File: src/rtl/lfsr_pkg.sv
// Shared constants and the feedback helper for the seedable Fibonacci LFSR.
package lfsr_pkg;

   localparam int          LFSR_DEFAULT_WIDTH = 8;
   localparam logic [7:0]  LFSR_DEFAULT_TAPS  = 8'hB8;
   localparam logic [7:0]  LFSR_DEFAULT_RESET = 8'h01;

   // Widest register the feedback helper accepts; callers zero-extend.
   localparam int          LFSR_MAX_WIDTH     = 64;

   function automatic logic lfsr_feedback(input logic [LFSR_MAX_WIDTH-1:0] state,
                                          input logic [LFSR_MAX_WIDTH-1:0] taps);
      return ^(state & taps);
   endfunction

endpackage

File: src/rtl/lfsr_seeded.sv
// Seedable Fibonacci LFSR emitting one pseudo-random bit per clock.
// Optional macro LFSR_STATE_OUT_EN exposes the full register as state_out.
module lfsr_seeded
   import lfsr_pkg::*;
#(
   parameter int              WIDTH       = LFSR_DEFAULT_WIDTH,
   parameter logic [WIDTH-1:0] TAPS        = WIDTH'(LFSR_DEFAULT_TAPS),
   parameter logic [WIDTH-1:0] RESET_STATE = WIDTH'(LFSR_DEFAULT_RESET)
) (
   input  logic             clk,
   input  logic             clr,
   input  logic [WIDTH-1:0] seed,
   input  logic             select,
`ifdef LFSR_STATE_OUT_EN
   output logic [WIDTH-1:0] state_out,
`endif
   output logic             out
);

   logic [WIDTH-1:0] state_q;
   logic [WIDTH-1:0] state_d;
   logic             fb;

   assign fb = lfsr_feedback(LFSR_MAX_WIDTH'(state_q), LFSR_MAX_WIDTH'(TAPS));

   always_comb begin
      // NOTE: default assigned first so no path leaves state_d unassigned (no latch).
      state_d = {state_q[WIDTH-2:0], fb};
      if (select) begin
         // A zero seed would lock the register; substitute the reset value.
         state_d = (seed != '0) ? seed : RESET_STATE;
      end
   end

   always_ff @(posedge clk) begin
      // NOTE: non-blocking assignment for registered state.
      if (clr) begin
         state_q <= RESET_STATE;
      end else begin
         state_q <= state_d;
      end
   end

   assign out = state_q[WIDTH-1];

`ifdef LFSR_STATE_OUT_EN
   assign state_out = state_q;
`endif

endmodule

File: config.mk
export PLATFORM = sky130hd
export DESIGN_NAME = lfsr_seeded
export DESIGN_NICKNAME = d
export VERILOG_FILES = /design/src/rtl/lfsr_pkg.sv /design/src/rtl/lfsr_seeded.sv
export SDC_FILE = /design/constraint.sdc
export NUM_CORES = 1
export LEC_CHECK = 0
export ABC_CLOCK_PERIOD_IN_PS = 800
export BUFFER_PORTS_ARGS = -buffer_cell sky130_fd_sc_hd__buf_2
export CORE_AREA = 2 2 39 41
export DETAILED_ROUTE_END_ITERATION = 6
export DIE_AREA = 0 0 41 43
export GPL_TIMING_DRIVEN = 0
export SLEW_MARGIN = 20
export SYNTH_ARGS = -nofsm -noshare
export SYNTH_HDL_FRONTEND = slang
export SYNTH_SLANG_ARGS = --single-unit
File: constraint.sdc
create_clock -name clk -period 0.8 [get_ports clk]
set_clock_uncertainty 0.05 [all_clocks]
set_input_delay 0.04 -clock clk [delete_from_list [all_inputs] [get_ports clk]]
set_output_delay 0.04 -clock clk [all_outputs]
set_load 0.05 [all_outputs]
==> reports/metrics.csv, run 1 <==
metric,value,unit
delay of the slowest cell on the worst path,330,ps
"slowest stage cell, crit path",dfxtp_2,
max-cap violation count,0,
worst path arrival time,1000,ps
main combinational cell family by area after synthesis,multiplexers,
worst slew pin tran,379,ps
post-synth cell types,12,
HPWL after DPL,471,µm
largest net degree at the start of global routing,10,
Fill cells,158,
first-pass GRT wire length,1070,µm
hold crit path type,input pin to flop,
clock root cell,clkbuf_4,
max reg flops,8,
Largest Register,state_q,
CP startpoint kind,flop,
"CTS clk-pin slew, worst paths",60,ps
Clock Sinks,8,
final setup fails,2,
syn nets,44,
Pins Over Slew Limit,0,
CP endpoint kind,flop,
Setup TNS Final,-174,ps
Avg Inst Size Synth,10.0,µm²
placed instance count,58,
RSZ-0062 raised after global routing,true,
Largest regs,state_q x8,
Area Overhead vs Synth,33.6,%
Leakage,0.000207,µW
total wire length,601,µm
Setup WS post-layout,-116,ps
most frequent cells in the layout,"nor2_1 (8), buf_2 (8), mux2i_1 (7)",
initial antenna violation count,0,
core area,1380,µm²
Total Routing Usage GR,0.0938,
drt initial violations,1,
register area share after synthesis,0.483,
CP Cell Sequence,xor2_2 -> xnor2_1 -> a21oi_1,
simple-gate area share of the yosys netlist,0.125,
share of cells above drive strength 1,0.391,
GP Congestion,0.618,
crit-path max FO,2,
R2R setup slack,-120,ps
Max clock buf depth,2,
"Setup Fix Bufs, Post-CTS",0,
Antenna Cells,0,
via count,268,
Post-Syn Instances,33,
Die Ht,43,µm
vias in the first global route,277,
CP required,880,ps
Worst-Skew Late Latency,250,ps
Num CTS Buffers,3,
Final Hold Fails,4,
DIE AREA,1760,µm²
number of port buffers,9,
Starting Density,0.240,
Post-Synth XOR/XNOR Area,0.0792,
maximum VDD drop,0.503,mV
min Tclk post-route,916,ps
post-synthesis mux area share,0.211,
fin util,0.320,
synth warn,0,
Synth Area in Adders,0,
Final Cycle Share,1.14,
Nets,58,
num ports,12,
pwr/cell area,2060,nW/µm²
outcome,"complete, but fails checks",
TritonCTS clock tree,done,
first drt pass iteration count,4,
failing checks,"hold timing, setup timing",
H-tree levels,1,
post-layout power,911,µW
std cell rows,14,
Yosys reg bits,8,
Fmax achieved,1.09,GHz
DRC Markers,0,
Wirelength per Cell,9.69,µm
vias per inst,4.32,
hold slack,-16.2,ps
Max-slew headroom,0.747,
Post-Syn Area,332,µm²
type of the worst setup path,flop to flop,
Synth Area in Compound Gates,0.0453,
grt total ovfl,0,
Final ANT Viol Nets,0,
Non-Filler Instances,62,
chip width,41,µm
cell families after synthesis:
logic type	after synthesis
AOI/OAI and AO/OA	2
DFF	8
and+or+nand+nor	10
xor gates and xnor gates	3
muxes	7
buffers and inverters	3
repair_timing:
action | 4_1_cts | 5_1_grt
endpoints found under the setup margin | 2 | 7
gates cloned | 0 | 0
resized for setup | 1 | 4
hold buffers | 5 | 0
pin swaps | 1 | 2
endpoints found under the hold margin | 7 | 0
synth_stat cells:
library cell | n | area share
mux2i_1 | 7 | 0.21
a2111oi_1 | 1 | 0.030
dfxtp_1 | 8 | 0.48
xor2_1 | 2 | 0.053
buf_6 | 1 | 0.034
nor2_1 | 8 | 0.091
nor3_1 | 1 | 0.015
xnor2_1 | 1 | 0.026
inv_2 | 1 | 0.011
a21oi_1 | 1 | 0.015
nor4_1 | 1 | 0.019
buf_1 | 1 | 0.011
through the flow:
stage	hold slack [ps]	instance area (µm²)	setup WS [ps]
floorplan	136	335	-174
global placement	241	400	-119
detailed placement	251	400	-125
CTS	-9.94	479	-126
global route	10.5	443	-170
finish	-16.2	443	-116
where the power goes:
part           switching, µW  internal [µW]  total [µW]
clock                    149            192         341
combinational           62.2           65.8         128
sequential              14.4            428         442
total                    226            685         911
worst max-delay path: cells and delay by family, from the launching register on:
kind | cells | cell delay [ps]
AOI/OAI and AO/OA | 1 | 80
DFF | 1 | 330
xor gates and xnor gates | 2 | 340
worst paths after layout:
path	to	cells after the start	start
worst max-delay path	state_q[0]	3	state_q[3]
worst min-delay path	state_q[3]	3	seed[3]
worst max register to register	state_q[0]	3	state_q[3]
worst min register to register	state_q[3]	2	state_q[2]
per-layer routing:
layer	wire length (µm)	GRT usage	vias to the layer above
li1	-	-	139
met1	250	0.111	123
met2	322	0.128	4
met3	14	0.0157	2
met4	13	0.100	0
met5	0	0	-
area by class of cell:
class	count	area [µm²]	area share
inverters	1	3.75	0.00847
flip-flops and latches	8	166	0.376
multi-input cells	22	160	0.362
repair buffers	9	51.3	0.116
clock buffers	4	26.3	0.0593
well taps	16	20.0	0.0452
plain buffers	2	15.0	0.0339
Power figures use the tool's default switching activity.
==> run 2: changes to the inputs <==
--- a/config.mk
+++ b/config.mk
@@ -5,6 +5,7 @@
 export SDC_FILE = /design/constraint.sdc
 export NUM_CORES = 1
 export LEC_CHECK = 0
+export ABC_AREA = 1
 export ABC_CLOCK_PERIOD_IN_PS = 800
 export BUFFER_PORTS_ARGS = -buffer_cell sky130_fd_sc_hd__buf_2
 export CORE_AREA = 2 2 39 41
==> run 2 against run 1 <==
- the run ends with setup timing left
- synthesized cell count rose by 73%
- clock-buffer cell count did not move
- clock power barely moved
- via count rose by 51%
- first-iteration DRC count fell by 100%
- total power rose by 6.2%
- register-to-register slack improved by 30 ps
- core utilization rose by 7.5 points
- largest cell class is now multi-input gates
==> reports/metrics.csv, run 2 <==
metric,value,unit,change
RSZ-0062 raised after global routing,true,,unchanged
post-synth top area share,0.440,,was 0.483
syn nets,68,,was 44
"Setup Fix Bufs, Post-CTS",0,,unchanged
Post-Syn Area,364,µm²,was 332 µm²
grt total ovfl,0,,unchanged
most frequent cell after synthesis,nor2_1,,
vias in the first global route,368,,was 277
"top cells by count, synth","nor2_1 (15), nand2_1 (11), inv_1 (9), dfxtp_1 (8), o21ai_0 (5)",,"was dfxtp_1 (8), nor2_1 (8), mux2i_1 (7), xor2_1 (2)"
"CP delay by family, top",flip-flops,,was XOR/XNOR gates
register area share after synthesis,0.440,,was 0.483
total wire length,887,µm,was 601 µm
Max-slew headroom,0.845,,was 0.747
DR WL met3,21,µm,was 14 µm
GP Congestion,0.720,,was 0.618
worst slew pin tran,232,ps,was 379 ps
Synth async-reset ratio,0,,unchanged
Routed met1 length,391,µm,was 250 µm
initial antenna violation count,0,,unchanged
top sig layer,met4,,unchanged
num ports,12,,unchanged
outcome,"complete, but fails checks",,unchanged
DIE AREA,1760,µm²,unchanged
Largest regs,state_q x8,,unchanged
maximum VDD drop,0.664,mV,was 0.503 mV
delay of the slowest cell on the worst path,350,ps,was 330 ps
clock root cell,clkbuf_4,,unchanged
Worst-Skew Late Latency,260,ps,was 250 ps
max reg flops,8,,unchanged
Pins Over Slew Limit,0,,unchanged
hold crit path type,input pin to flop,,unchanged
Fill cells,159,,was 158
Post-synth EDFFs,0,,unchanged
"slowest stage cell, crit path",dfxtp_4,,was dfxtp_2
Final Hold Fails,0,,was 4
Die Ht,43,µm,unchanged
max-cap violation count,0,,unchanged
Antenna Cells,0,,unchanged
Leakage,0.000276,µW,was 0.000207 µW
Setup TNS Final,-147,ps,was -174 ps
Area contributors post-synth,"dfxtp_1 (44%), nor2_1 (15%), nand2_1 (11%), inv_1 (9.3%), o21ai_0 (6.9%)",,"was dfxtp_1 (48%), mux2i_1 (21%), nor2_1 (9.1%), xor2_1 (5.3%), buf_6 (3.4%)"
Nets,89,,was 58
Synth Flop Type,dfxtp_1,,unchanged
worst path arrival time,970,ps,was 1000 ps
first-pass GRT wire length,1510,µm,was 1070 µm
most frequent cells in the layout,"nor2_1 (14), buf_2 (10), nand2_1 (9)",,"was nor2_1 (8), buf_2 (8), mux2i_1 (7)"
Largest Register,state_q,,unchanged
post-layout power,967,µW,was 911 µW
type of the worst setup path,flop to flop,,unchanged
placed instance count,84,,was 58
CP required,890,ps,was 880 ps
Num CTS Buffers,3,,unchanged
vias per inst,4.34,,was 4.32
CP endpoint kind,flop,,unchanged
synth warn,0,,unchanged
crit-path most repeated cell,nand2_1,,
Final ANT Viol Nets,0,,unchanged
failing checks,setup timing,,"was hold timing, setup timing"
CP startpoint kind,flop,,unchanged
Wirelength per Cell,9.54,µm,was 9.69 µm
core area,1380,µm²,unchanged
Setup WS post-layout,-84.9,ps,was -116 ps
Area Overhead vs Synth,50.2,%,was 33.6%
chip width,41,µm,unchanged
first drt pass iteration count,1,,was 4
Max clock buf depth,2,,unchanged
Total Routing Usage GR,0.132,,was 0.0938
crit-path max FO,4,,was 2
via count,404,,was 268
Fmax achieved,1.13,GHz,was 1.09 GHz
pwr/cell area,1770,nW/µm²,was 2060 nW/µm²
std cell rows,14,,unchanged
share of cells above drive strength 1,0.364,,was 0.391
Final Cycle Share,1.11,,was 1.14
largest net degree at the start of global routing,10,,unchanged
"CTS clk-pin slew, worst paths",60,ps,about the same
TritonCTS clock tree,done,,unchanged
DRC Markers,0,,unchanged
"area leader, netlist",dfxtp_1,,unchanged
Yosys reg bits,8,,unchanged
Clock Sinks,8,,unchanged
Starting Density,0.263,,was 0.240
drt initial violations,0,,was 1
Avg Inst Size Synth,6.39,µm²,was 10.0 µm²
min Tclk post-route,885,ps,was 916 ps
Post-Syn Instances,57,,was 33
Non-Filler Instances,93,,was 62
critical path buffer and inverter count,1,,was 0
routed length on met2,458,µm,was 322 µm
post-synth cell types,10,,was 12
HPWL after DPL,581,µm,was 471 µm
CP Cell Sequence,inv_1 -> nand2_1 -> nand2_1 -> nand2_1 -> nand3_2 -> nand3_2,,was xor2_2 -> xnor2_1 -> a21oi_1
H-tree levels,1,,unchanged
number of port buffers,11,,was 9
final setup fails,2,,unchanged
"most common cell after layout, fill and taps aside",nor2_1,,
## run 2: tightest hold or removal path, cell delays in order
cell,delay [ps]
buf_2,90
o21ai_1,60
a21oi_1,100
## run 2: cell families (layout without fill, tap and decap cells)
family / after synthesis / after routing / share of synthesized area
compound gates: 11 / 11 / 0.161
buf+inv: 10 / 30 / 0.103
flops: 8 / 8 / 0.440
simple gates: 28 / 28 / 0.296
## run 2: layout make-up
class                      instances  area, µm²  share of cell area
inverter                          10       37.5              0.0686
sequential                         8        168               0.307
multi-input combinational         39        184               0.336
timing repair buffer              16        111               0.204
clock buffer                       4       26.3              0.0481
tap                               16       20.0              0.0366
## run 2: metal layers
layer  vias up  GRT usage
met5         -          0
met4         0      0.100
met3         4     0.0314
met2         6      0.191
met1       180      0.159
li1        214          -
## run 2: final timing paths
path / from / endpoint / slack [ps] / depth (start not counted)
max: state_q[7] / state_q[0] / -80 / 6
min: seed[5] / state_q[5] / 10 / 3
max reg2reg: state_q[7] / state_q[0] / -80 / 6
min reg2reg: state_q[4] / state_q[5] / 420 / 2
## run 2: metrics by stage
step | setup WS, ps | area, µm² | hold slack (ps) | util
floorplan | -104 | 370 | 83.8 | -
global placement | -107 | 445 | 238 | 0.322
global route | -148 | 547 | 13.2 | 0.395
finish | -84.9 | 547 | 13.5 | 0.395
CTS | -99.7 | 532 | 0.933 | 0.384
detailed placement | -111 | 445 | 238 | 0.322
## run 2: what timing repair did
item                                   CTS  global route
setup endpoints to repair                2             3
pin swaps                                1             4
endpoints found under the hold margin    5             0
hold buffers                             5             0
gates resized for setup                  5             7
## run 2: where the power goes
| part | internal [µW] | total [µW] | switching (µW) |
|---|---|---|---|
| sequential | 430 | 448 | 18.3 |
| clock | 192 | 342 | 151 |
| combinational | 79.6 | 176 | 96.5 |
